### src/rtl/monociclo_pkg.sv
// Shared datapath widths, writeback request type and register scoreboard helpers.
package monociclo_pkg;

    localparam int unsigned XLEN   = 32;
    localparam int unsigned NREGS  = 32;
    localparam int unsigned RIDX_W = $clog2(NREGS);

    typedef struct packed {
        logic              valid;
        logic [RIDX_W-1:0] rd;
        logic [XLEN-1:0]   data;
    } wb_req_t;

    typedef logic [NREGS-1:0] busy_vec_t;

    // A same-cycle B write to idx is forwarded by RegistersUnit, so it no longer counts as busy.
    function automatic logic busy_hit(input busy_vec_t busy, input logic [RIDX_W-1:0] idx,
                                      input logic clr_en, input logic [RIDX_W-1:0] clr_idx);
        return (idx != '0) && busy[idx] && !(clr_en && (clr_idx == idx));
    endfunction

endpackage

### src/rtl/regfile_scoreboard.sv
// Per-register busy bits for outstanding long-latency results, with hazard lookup on three indices.
module regfile_scoreboard
    import monociclo_pkg::*;
(
    input  logic              clk,
    input  logic              rst,
    input  logic              set_en_i,
    input  logic [RIDX_W-1:0] set_idx_i,
    input  logic              clr_en_i,
    input  logic [RIDX_W-1:0] clr_idx_i,
    input  logic [RIDX_W-1:0] rs1_i,
    input  logic [RIDX_W-1:0] rs2_i,
    input  logic [RIDX_W-1:0] rd_i,
    output logic              hit_rs1_o,
    output logic              hit_rs2_o,
    output logic              hit_rd_o,
    output logic              clr_busy_o
);

    busy_vec_t busy_q, busy_d;

    always_comb begin
        busy_d = busy_q;
        if (clr_en_i) begin
            busy_d[clr_idx_i] = 1'b0;
        end
        // Set is applied after clear so a new issue to the same register wins.
        if (set_en_i) begin
            busy_d[set_idx_i] = 1'b1;
        end
        busy_d[0] = 1'b0;
    end

    always_ff @(posedge clk) begin
        if (rst) begin
            busy_q <= '0;
        end else begin
            busy_q <= busy_d;
        end
    end

    assign hit_rs1_o  = busy_hit(busy_q, rs1_i, clr_en_i, clr_idx_i);
    assign hit_rs2_o  = busy_hit(busy_q, rs2_i, clr_en_i, clr_idx_i);
    assign hit_rd_o   = busy_hit(busy_q, rd_i, clr_en_i, clr_idx_i);
    assign clr_busy_o = busy_q[clr_idx_i];

endmodule

### src/rtl/regfile_wb_scheduler.sv
// Arbitrates the RegistersUnit write port between the ALU and the long-latency unit,
// and stalls issue on hazards against outstanding long-latency results.
module regfile_wb_scheduler
    import monociclo_pkg::*;
#(
    parameter int unsigned STARVE_LIMIT = 4
) (
    input  logic              clk,
    input  logic              rst,
    input  logic              IssueValid,
    input  logic              IssueLL,
    input  logic [RIDX_W-1:0] IssueRs1,
    input  logic [RIDX_W-1:0] IssueRs2,
    input  logic [RIDX_W-1:0] IssueRd,
    output logic              IssueStall,
    input  logic              WbAValid,
    input  logic [RIDX_W-1:0] WbARd,
    input  logic [XLEN-1:0]   WbAData,
    input  logic              WbBValid,
    input  logic [RIDX_W-1:0] WbBRd,
    input  logic [XLEN-1:0]   WbBData,
    output logic              WbBReady,
    output logic              PipeHold,
    output logic              RUWr,
    output logic [RIDX_W-1:0] Rd,
    output logic [XLEN-1:0]   DataWr,
    output logic              ErrSpurious
);

    localparam int unsigned CntW = $clog2(STARVE_LIMIT + 1);

    wb_req_t         req_a, req_b;
    logic            grant_a, grant_b;
    logic [CntW-1:0] starve_q, starve_d;
    logic            err_q;
    logic            hit_rs1, hit_rs2, hit_rd, clr_busy;
    logic            set_en;

    assign req_a = '{valid: WbAValid, rd: WbARd, data: WbAData};
    assign req_b = '{valid: WbBValid, rd: WbBRd, data: WbBData};

    always_comb begin
        PipeHold = (starve_q == CntW'(STARVE_LIMIT));
        grant_b  = req_b.valid && (!req_a.valid || PipeHold);
        grant_a  = req_a.valid && !grant_b;
        Rd       = '0;
        DataWr   = '0;
        if (grant_b) begin
            Rd     = req_b.rd;
            DataWr = req_b.data;
        end else if (grant_a) begin
            Rd     = req_a.rd;
            DataWr = req_a.data;
        end
        RUWr     = (grant_a || grant_b) && (Rd != '0);
        WbBReady = grant_b;
    end

    always_comb begin
        starve_d = '0;
        if (WbBValid && !WbBReady) begin
            starve_d = PipeHold ? starve_q : starve_q + 1'b1;
        end
    end

    always_ff @(posedge clk) begin
        if (rst) begin
            starve_q <= '0;
            err_q    <= 1'b0;
        end else begin
            starve_q <= starve_d;
            if (WbBReady && (WbBRd != '0) && !clr_busy) begin
                err_q <= 1'b1;
            end
        end
    end

    assign ErrSpurious = err_q;
    assign IssueStall  = IssueValid && (hit_rs1 || hit_rs2 || hit_rd);
    assign set_en      = IssueValid && !IssueStall && IssueLL && (IssueRd != '0);

    regfile_scoreboard u_scoreboard (
        .clk        (clk),
        .rst        (rst),
        .set_en_i   (set_en),
        .set_idx_i  (IssueRd),
        .clr_en_i   (WbBReady),
        .clr_idx_i  (WbBRd),
        .rs1_i      (IssueRs1),
        .rs2_i      (IssueRs2),
        .rd_i       (IssueRd),
        .hit_rs1_o  (hit_rs1),
        .hit_rs2_o  (hit_rs2),
        .hit_rd_o   (hit_rd),
        .clr_busy_o (clr_busy)
    );

    // The ALU pipeline must not present a result while PipeHold is asserted.
    always_ff @(posedge clk) begin
        if (!rst) begin
            assert (!(WbAValid && PipeHold));
        end
    end

endmodule
### config.mk
export PLATFORM = sky130hd
export DESIGN_NAME = regfile_wb_scheduler
export DESIGN_NICKNAME = d
export VERILOG_FILES = /design/src/rtl/monociclo_pkg.sv /design/src/rtl/regfile_scoreboard.sv /design/src/rtl/regfile_wb_scheduler.sv
export SDC_FILE = /design/constraint.sdc
export NUM_CORES = 1
export LEC_CHECK = 0
export ABC_AREA = 0
export CAP_MARGIN = 20
export CELL_PAD_IN_SITES_DETAIL_PLACEMENT = 1
export CELL_PAD_IN_SITES_GLOBAL_PLACEMENT = 1
export CORE_MARGIN = 8
export CORE_UTILIZATION = 34
export CTS_CLUSTER_SIZE = 40
export DETAILED_ROUTE_END_ITERATION = 12
export GPL_TIMING_DRIVEN = 1
export HOLD_SLACK_MARGIN = 0.06
export PLACE_DENSITY = 0.94
export RECOVER_POWER = 50
export SLEW_MARGIN = 20
export SYNTH_ARGS = -nofsm -noshare
export SYNTH_HDL_FRONTEND = slang
export SYNTH_SLANG_ARGS = --single-unit
### constraint.sdc
create_clock -name clk -period 3.8 [get_ports clk]
set_clock_uncertainty 0.2 [all_clocks]
set_input_delay 0.57 -clock clk [delete_from_list [all_inputs] [get_ports clk]]
set_output_delay 0.57 -clock clk [all_outputs]
set_load 0.01 [all_outputs]
==> results.toml <==
[run_status]
outcome = "finished, final reports clean"

[global_routing]
grt_antenna_before_repair = 0
grtUsageTotal = 0.255
grt-ovfl-total = 0
grt_max_degree = 40
grt_first_pass_wirelength_um = 28000
first_global_vias = 4899

[sta]
fin_crit_ps = 3800
fmax_mhz = 263
finalSetupViolCount = 0
setup_tns_ps = 0
timing.final.hold_violations = 0
finalCritPeriodShare = 0.999
maxSlewViolCount = 0
max-slew-margin-rel = 0.303
tightestPinTransition_ps = 1040
rsz0062_at_grt = "yes"

[clocking]
cts_sinks = 35
clockBufferDepth = 2
holdBufCountCts = 0
cts_htree_levels = 2
cts_buffers = 5
cts-root-buf = "clkbuf_8"
tritoncts = "done"
post_cts_buffers = 0
clk_pin_slew_ps = 70
worstSkewPairLatency_ps = 300

[worst_setup_path]
setup.worst_path.start_class = "input pin"
crit-reg2reg-capture = "u_scoreboard.busy_q[15]"
critPathMaxFanout = 10
r2r_start = "starve_q[0]"
critPathRequiredTime_ps = 3030
reg2reg_depth = 10
cp-end-kind = "output pin"
critPathKind = "input pin to output pin"
rrSetupSlack_ps = 990
cp.arrival_ps = 3030

[place]
dp_hpwl_um = 13500
gp_congestion = 0.935
place_area_um2 = 5110
io_buffers = 136

[min_path]
worstHoldStart = "starve_q[0]"
holdPathEnd = "starve_q[0]"
holdPathStages = 1
hp-class = "flop to flop"

[floorplan]
start_util = 0.346
rows = 37
die_y_um = 118
core_um2 = 10200
num_io_pins = 137
die_x_um = 118
die-area_um2 = 13900

[detailed_routing]
wl_um = 18000
detail_route.vias_per_cell = 5.97
drc = 0
postRouteAntennaNets = 0
wl_per_cell_um = 24.5
drt_iter0_markers = 437
vias = 4400
dr.pass1.iters = 5

[synthesis]
synth-async-reset-ratio = 0
synth_fp_nets = 566
ys_seq_area_frac = 0.199
syn_area_per_cell_um2 = 7.50
ys_ff_latch = 35
synth_area_um2 = 3520
synth_cell_types = 45
synth_flop_cell = "dfxtp_1"
synth_cells = 469
synth_edf_count = 0
yosysWarnings = 0

[cells_and_area]
utilization = 0.514
drive_gt1_frac = 0.136
area_growth_pct = 48.8
final_common_cell = "clkdlybuf4s50_1"
n_antenna_cell = 0
num-nets-final = 697
final_cell_mix = "clkdlybuf4s50_1, nand2_1, o21ai_0"
final_area_um2 = 5240

[pwr]
p_per_area_nw_per_um2 = 220
leakagePower_nw = 1.99
peakVddDrop_mv = 0.125

[job]
maxCapViolations = 0
[synthesized netlist by cell type (3+ instances only)]
cell type	number	share of area
xor2_1	9	0.022
clkbuf_1	25	0.027
o31ai_1	4	0.0085
nand3b_1	7	0.015
inv_1	6	0.0064
mux4_2	27	0.17
nand2_1	113	0.12
and3_1	3	0.0053
nand2b_1	5	0.0089
nor2_1	13	0.014
mux2_2	6	0.019
buf_1	5	0.0053
mux2i_1	12	0.034
nand3_1	42	0.060
buf_2	7	0.010
xnor2_1	6	0.015
o21ai_0	59	0.084
nor2b_1	35	0.062
buf_6	3	0.0096
nor3_1	8	0.011
dfxtp_1	35	0.20
and2_1	3	0.0053
[per-stage QoR]
| step | power (mW) | setup WS, ps | hold WS (ps) | std cells |
|---|---|---|---|---|
| floorplan | 0.554 | 852 | 230 | 469 |
| global placement | 0.779 | -81.0 | 239 | 729 |
| detailed placement | 0.793 | -197 | 267 | 729 |
| CTS | 1.15 | 3.99 | 278 | 737 |
| global route | 1.19 | -40.5 | 294 | 737 |
| finish | 1.15 | 4.81 | 272 | 737 |
[timing repair]
item	4_1_cts	5_1_grt
endpoints found under the hold margin	0	0
setup endpoints to repair	1	2
resized for setup	2	3
pin swaps	1	2
[sequential cells by signal (all words and copies together), names as in the netlist]
signal               flops
starve_q                 3
u_scoreboard.busy_q     31
ErrSpurious              1
[worst max-delay path: stages]
cell,delay [ps]
clkdlybuf4s50_1,510
buf_12,160
mux4_2,520
a32o_1,280
o31ai_2,300
o221ai_2,210
and2_4,190
dlygate4sd2_1,280
[layer usage]
metal  global-route usage  share of wire
met4                0.144          0.054
met5                    0              0
met2                0.459           0.53
met3               0.0547          0.084
met1                0.270           0.33
[final cells by class]
cell class	instances	area (µm²)
sequential	35	701
tap	136	170
clock buffer	6	82.6
timing repair buffer	166	1610
multi-input combinational	386	2620
inverter	6	22.5
clock inverter	2	35.0
fill	1236	4950
[how the worst max path moves through the flow]
stage | from | end
after floorplan | IssueRd[0] | IssueStall
after global placement | IssueRd[0] | IssueStall
after detailed placement | IssueRd[0] | IssueStall
after CTS | IssueRd[0] | IssueStall
after global routing | IssueRd[0] | IssueStall
final | IssueRd[0] | IssueStall
[power by group]
part / total, mW / leakage, nW / switching, mW / internal, mW
Clock: 0.361 / 0.0612 / 0.148 / 0.212
Combinational: 0.420 / 1.65 / 0.201 / 0.219
Sequential: 0.373 / 0.282 / 0.00390 / 0.369
[cell families after synthesis]
logic type               Yosys count  share of synthesized area
XOR/XNOR                          15                     0.0373
AO/OA/AOI/OAI                     81                      0.137
buffers and inverters             48                     0.0608
adder cells (fa/ha/maj)            2                    0.00711
AND/OR/NAND/NOR                  242                      0.328
flip-flops                        35                      0.199
multiplexers                      46                      0.230
Power figures use the tool's default switching activity.
